## src/rtl/spi_slave_rx_fifo.sv

```systemverilog
// spi_slave_rx_fifo: oversampled SPI slave receiver feeding a show-ahead word FIFO
//   clk, reset          system clock, synchronous active-high reset
//   sck, sdi, cs_n      asynchronous SPI pins from the master
//   rd_en               pop the head word when rd_valid is high
//   rd_data, rd_valid   head word and FIFO-not-empty flag
//   fifo_count          number of words held
//   frame_err           one-cycle pulse when cs_n rises on a partial word
//   overflow            sticky flag set when a word was dropped because the FIFO was full
module spi_slave_rx_fifo #(
    parameter int WIDTH      = 32,
    parameter int FIFO_DEPTH = 4,
    parameter int CPOL       = 0,
    parameter int CPHA       = 0,
    parameter int MSB_FIRST  = 1
) (
    input  logic                               clk,
    input  logic                               reset,
    input  logic                               sck,
    input  logic                               sdi,
    input  logic                               cs_n,
    input  logic                               rd_en,
    output logic [WIDTH-1:0]                   rd_data,
    output logic                               rd_valid,
    output logic [$clog2(FIFO_DEPTH+1)-1:0]    fifo_count,
    output logic                               frame_err,
    output logic                               overflow
);
    localparam int AW = $clog2(FIFO_DEPTH);
    localparam int CW = $clog2(FIFO_DEPTH+1);
    localparam int BW = $clog2(WIDTH);

    typedef enum logic {IDLE, ACTIVE} state_t;

    state_t           state, state_next;
    logic [2:0]       sck_s;
    logic [1:0]       sdi_s, cs_s;
    logic [BW-1:0]    bit_cnt;
    logic [WIDTH-1:0] shreg, shift_next;
    logic [WIDTH-1:0] mem [FIFO_DEPTH];
    logic [AW-1:0]    wp, rp;
    logic             sample, shift_en, last, abort, full, pop, wr;

    // sck_s[2] is the extra stage used only for edge detection
    always_ff @(posedge clk) begin
        if (reset) begin
            sck_s <= (CPOL != 0) ? 3'b111 : 3'b000;
            cs_s  <= 2'b11;
            sdi_s <= 2'b00;
        end else begin
            sck_s <= {sck_s[1:0], sck};
            cs_s  <= {cs_s[0], cs_n};
            sdi_s <= {sdi_s[0], sdi};
        end
    end

    // rising sck samples when CPOL==CPHA, falling sck otherwise
    assign sample = (CPOL == CPHA) ? (sck_s[1] & ~sck_s[2]) : (~sck_s[1] & sck_s[2]);

    always_ff @(posedge clk) begin
        if (reset) state <= IDLE;
        else       state <= state_next;
    end

    always_comb begin
        state_next = cs_s[1] ? IDLE : ACTIVE;
        shift_en   = (state == ACTIVE) && !cs_s[1] && sample;
        last       = shift_en && (bit_cnt == BW'(WIDTH-1));
        abort      = (state == ACTIVE) && cs_s[1] && (bit_cnt != '0);
        shift_next = (MSB_FIRST != 0) ? {shreg[WIDTH-2:0], sdi_s[1]} : {sdi_s[1], shreg[WIDTH-1:1]};
    end

    always_ff @(posedge clk) begin
        if (reset) begin
            bit_cnt   <= '0;
            shreg     <= '0;
            frame_err <= 1'b0;
        end else begin
            frame_err <= abort;
            if (shift_en) begin
                shreg   <= shift_next;
                bit_cnt <= last ? '0 : bit_cnt + 1'b1;
            end else if (state != ACTIVE || cs_s[1]) begin
                bit_cnt <= '0;
            end
        end
    end

    // a simultaneous pop frees a slot, so a push into a full FIFO still succeeds
    assign rd_valid = fifo_count != '0;
    assign full     = fifo_count == CW'(FIFO_DEPTH);
    assign pop      = rd_en && rd_valid;
    assign wr       = last && (!full || pop);
    assign rd_data  = rd_valid ? mem[rp] : '0;

    always_ff @(posedge clk) begin
        if (wr) mem[wp] <= shift_next;
    end

    always_ff @(posedge clk) begin
        if (reset) begin
            wp         <= '0;
            rp         <= '0;
            fifo_count <= '0;
            overflow   <= 1'b0;
        end else begin
            if (wr)  wp <= wp + 1'b1;
            if (pop) rp <= rp + 1'b1;
            fifo_count <= fifo_count + CW'(wr) - CW'(pop);
            overflow   <= overflow | (last && full && !pop);
        end
    end
endmodule

```

## config.mk

```make
export PLATFORM = sky130hd
export DESIGN_NAME = spi_slave_rx_fifo
export DESIGN_NICKNAME = d
export VERILOG_FILES = /design/src/rtl/spi_slave_rx_fifo.sv
export SDC_FILE = /design/constraint.sdc
export NUM_CORES = 1
export LEC_CHECK = 0
export ABC_CLOCK_PERIOD_IN_PS = 2900
export BUFFER_PORTS_ARGS = -buffer_cell sky130_fd_sc_hd__buf_2
export CAP_MARGIN = 10
export CORE_AREA = 4 4 98 147
export CTS_BUF_LIST = sky130_fd_sc_hd__clkbuf_16
export CTS_CLUSTER_DIAMETER = 200
export DETAILED_ROUTE_END_ITERATION = 10
export DIE_AREA = 0 0 102 151
export GPL_TIMING_DRIVEN = 0
export HOLD_SLACK_MARGIN = 0.12
export PLACE_DENSITY = 0.74
export SYNTH_ARGS = -nofsm -noshare
export SYNTH_HDL_FRONTEND = slang
export SYNTH_SLANG_ARGS = --single-unit
```

## constraint.sdc

```tcl
create_clock -name clk -period 2.9 [get_ports clk]
set_clock_uncertainty 0.05 [all_clocks]
set_input_delay 0 -clock clk [delete_from_list [all_inputs] [get_ports clk]]
set_output_delay 0 -clock clk [all_outputs]
set_load 0.01 [all_outputs]
```

After elaboration in Yosys (flattened, before gate mapping)
Memory sizes are Yosys's and may differ from the RTL's. A register that Yosys moved wholly into a read port is not among the register bits.
Cells that the tools add are included.

storage, ports and cells
  output and inout bits = 38
  RAM bits = 128
  register bits = 53
  input port bits = 6
  memories = 1

cells by class
  bitwise logic cells = 4
  $add $sub $neg = 5
  mux-type cells = 9
  equal/unequal tests = 2
  reductions and logical operators = 17

memories
  name  depth  width  read ports  clocked after memory_dff  wr ports  RTL line  source
  mem   4      32     1           1                         1         39        logic [WIDTH-1:0] mem [FIFO_DEPTH];

operators by type and width
  operator                                                       number
  32-bit two-way mux                                             1
  5-bit two-way mux                                              3
  1-bit logical AND                                              9
  5-bit by 1-bit adder with 5-bit output, second input constant  1
  5-bit == test, second input constant                           1
  5-bit nonzero test                                             1
  2-bit by 1-bit adder with 2-bit output, second input constant  2
  2-bit two-way mux                                              2
  3-bit by 1-bit adder with 3-bit output                         1
  3-bit == test, second input constant                           1
  1-bit logical NOT                                              3
  1-bit two-way mux                                              3
  3-bit nonzero test                                             1
  3-bit by 1-bit subtractor with 3-bit output                    1
  1-bit logical OR                                               2
  1-bit inverter                                                 2
  2-bit nonzero test                                             1
  1-bit AND                                                      1
  1-bit bitwise OR                                               1

Logic depth before layout (Yosys ltp)
  depth in word-level cells = 7
  gate-level depth with buffers = 14

Worst setup path before layout
OpenSTA, ideal clock, no wires.

  path type = register to register
  start = register bit_cnt[0]
  end = register fifo_count[2]
  setup time = 0.078 ns
  buffers on the path = 0
  setup slack = 0.150 ns
  clock period less this slack = 2.750 ns
  arrival = 2.622 ns
  cell stages (with the launch flop) = 15
  path through = dfxtp_1 ha_1 and3_1 ha_1 inv_1 nor3_4 inv_1 ha_1 inv_1 ha_1 inv_1 fa_1 xor2_1 and2_1 nor3_1

on the way
  longest elaborated chain between the ends = 5

RTL lines
  item                                         RTL line  source
  start, declared                              37        logic [BW-1:0] bit_cnt;
  start signal, assigned                       81        bit_cnt <= last ? '0 : bit_cnt + 1'b1;
  5-bit == test                                67        last = shift_en && (bit_cnt == BW'(WIDTH-1));
  1-bit logical AND                            67
  1-bit logical AND                            92        assign wr = last && (!full || pop);
  3-bit by 1-bit adder with 3-bit output       108       fifo_count <= fifo_count + CW'(wr) - CW'(pop);
  3-bit by 1-bit subtractor with 3-bit output  108
  end signal, assigned                         108
  end, declared                                24        output logic [$clog2(FIFO_DEPTH+1)-1:0] fifo_count,

No other way between the ends.
A chain may end at the register's enable or synchronous reset.

Worst setup path after layout
Ends and elaborated chain as after synthesis.

==> results.toml <==
[sta]
finalCritPeriodShare_pct = 94.4
worst_pin_slew_ns = 0.902
hold_viol_final = 0
fin_crit_ns = 2.74
drv_slew = 0
rsz0062_at_grt = "false"
max_slew_margin_pct = 39.9
timing.fmax_mhz = 365
setup_violations = 0

[setup_path]
critPathKind = "reg -> reg"
crit_cells = 14
cp_slowest_stage_delay_ns = 0.37
cp_data_required_time_ns = 3.20
path_max_fanout = 7
crit_buf_inv = 4
end_kind = "register"
worstSetupStartpointType = "register"
cp.arrival_ns = 3.03
cp_cell_sequence = "ha_1 > and3_1 > ha_2 > inv_1 > nor3_4 > inv_1 > ha_1 > inv_1 > ha_1 > inv_1 > fa_1 > xor2_1 > and2_1 > nor3_1"
reg2reg_depth = 14
r2r_start = "bit_cnt[0]"
startpoint = "bit_cnt[0]"
cp_top_family = "adder cells"
slowest_stage = "dfxtp_2"
path_common_cell = "inv_1"

[yosys]
ys.flop_type = "edfxtp_1"
synth_area_um2 = 6980
ys_types = 39
syn_avg_cell_area_um2 = 15.7
synth_top_area_share_pct = 55.1
postSynthCellCount = 444
synthArstFlopShare_pct = 0
synth_top_cell_by_area = "edfxtp_1"
ys_seq_area_share_pct = 70.8
yosys_warnings = 0
synth.most_common_cell = "edfxtp_1"
synth-edff-count = 128
ys_seq_elements = 183
synth_fp_nets = 460
netlist_top_cells_area = "edfxtp_1 55%, dfxtp_1 16%, mux4_2 10%"
synth_commonest_cells = "128 x edfxtp_1, 64 x nand2_1, 55 x dfxtp_1"

[power_and_ir_drop]
pwr-share-clk_pct = 33.8
power.switching_uw = 1790
leakage_uw = 0.00273
power_uw = 6400
switching_share_pct = 27.9
powerDensity_nw_per_um2 = 797
power_frac_seq_pct = 44.7
combPwrFrac_pct = 21.6
p_int_uw = 4610
ir_worst_vdd_mv = 0.626

[clock_network]
cts_tree = "done"
path_clk_slew_ns = 0.07
cts-root-buf = "clkbuf_16"
numCtsBuffers = 17
cts_buffer_depth = 2
cts.htree.levels = 4
clock_latency_ns = 0.42
clkSinkCount = 183

[placement]
portBuffers = 43
dp.final_hpwl_mm = 7.54
place_congestion = 0.731

[global_routing]
grt_antenna_before_repair = 0
grt-ovfl-total = 0
grt_pass1_wl_mm = 19.3
grt_use_total_pct = 16.8
grt_pass1_vias = 3824
grt_max_degree = 33

[detailed_routing]
vias = 3696
drt_pass1_iterations = 5
vias_per_cell = 5.38
wire_per_inst_um = 17.5
ant_nets = 0
drc_errors = 0
drt_iter0_drc = 204
wl_mm = 12.0

[hold_path]
min_from = "cs_n"
hold_depth = 3
hold_class = "in -> reg"

[final_layout]
syn2layout_area_growth_pct = 15.0
final_nets = 528
antenna_cells = 0
final_util_pct = 60.5
drive_gt1_share_pct = 25.5

[die]
pin_count = 44
core_um2 = 13300
start_util_pct = 52.6
dieArea_um2 = 15400
die_w_um = 102
row_count = 52
die_h_um = 151

[flow_run]
drv_cap = 0

[outcome]
status = "complete, no violations"
-- power by group through the flow --
| stage | combinational [uW] | sequential [uW] | clock [uW] |
|---|---|---|---|
| 6_report | 1380 | 2860 | 2160 |
| 5_1_grt | 1530 | 2870 | 2300 |
| 4_1_cts | 1430 | 2860 | 2190 |
| 3_5_place_dp | 1420 | 2920 | 0 |
| 3_3_place_gp | 1400 | 2910 | 0 |
| 2_1_floorplan | 947 | 2910 | 0 |
-- cells in the final DEF, fill, tap and decap left out, types with 3 or more instances in the layout --
master and instances:
dlygate4sd3_1 5, clkinv_4 5, and2_2 4, dfxtp_1 53
buf_6 5, inv_6 3, clkbuf_16 17, mux4_2 32
buf_4 4, nor2b_1 38, nand2_1 64, xor2_1 3
buf_2 49, nor2_1 11, clkbuf_1 9, edfxtp_1 128
a21oi_1 35, ha_1 8, inv_1 11, inv_8 5
nand2b_1 3
-- routing by layer --
layer	up-vias	share of wire [%]	wire length [um]	global-route usage (%)
met5	-	0	0	0
met4	0	1.4	171	7.03
met3	11	4.9	588	4.01
met2	73	55	6570	29.3
met1	1844	39	4710	19.8
li1	1768	-	-	-
-- cells by family (layout without fill, tap and decap cells) --
kind of cell	Yosys count	count (layout)	synth area share (%)
flops	183	183	70.8
simple gates	138	138	10.4
compound gates	41	41	3.06
mux	35	35	10.8
buf+inv	34	115	2.63
fa+ha+maj	10	10	1.90
xor+xnor	3	3	0.376
-- timing repair --
action | in CTS | in global routing
setup buffers | 1 | 0
endpoints found under the hold margin | 15 | 0
hold buffers | 5 | 0
gates resized for setup | 0 | 3
setup endpoints to repair | 1 | 7
pin swaps | 1 | 0
-- worst paths after layout --
kind                   end  slack (ns)
min                cs_s[0]        0.24
max reg2reg  fifo_count[2]        0.16
min reg2reg        cs_s[1]        0.37
max          fifo_count[2]        0.16
-- state kept, by name (all words and copies together) (netlist names), named ones only --
register	cells
cs_s	2
overflow	1
mem	128
fifo_count	3
shreg	31
rp	2
state	1
frame_err	1
wp	2
bit_cnt	5
sdi_s	2
sck_s	3
-- layout make-up --
type,count,area [um^2]
Inverter,10,37.5
Clock inverter,15,138
Sequential cell,183,4950
Timing Repair Buffer,49,273
Fill cell,1012,5240
Multi-Input combinational cell,227,1860
Buffer,24,146
Tap cell,162,203
Clock buffer,17,425
-- tightest hold or removal path, delay by kind of cell --
family,cells,cell delay [ns]
buffers and inverters,2,0.60
and+or+nand+nor,1,0.08
-- per-stage QoR --
stage / TNS [ns] / std cells / worst slack, ns / cell area [um^2] / hold slack, ns
2_1_floorplan: 0 / 444 / 0.150 / 6980 / 0.0538
3_3_place_gp: -47.87 / 649 / -0.382 / 7400 / 0.133
3_5_place_dp: -0.182 / 649 / -0.182 / 7400 / 0.138
4_1_cts: 0 / 687 / 0.0146 / 8030 / 0.222
5_1_grt: 0 / 687 / 0.00731 / 8030 / 0.258
6_report: 0 / 687 / 0.163 / 8030 / 0.240
Power figures use the tool's default switching activity.
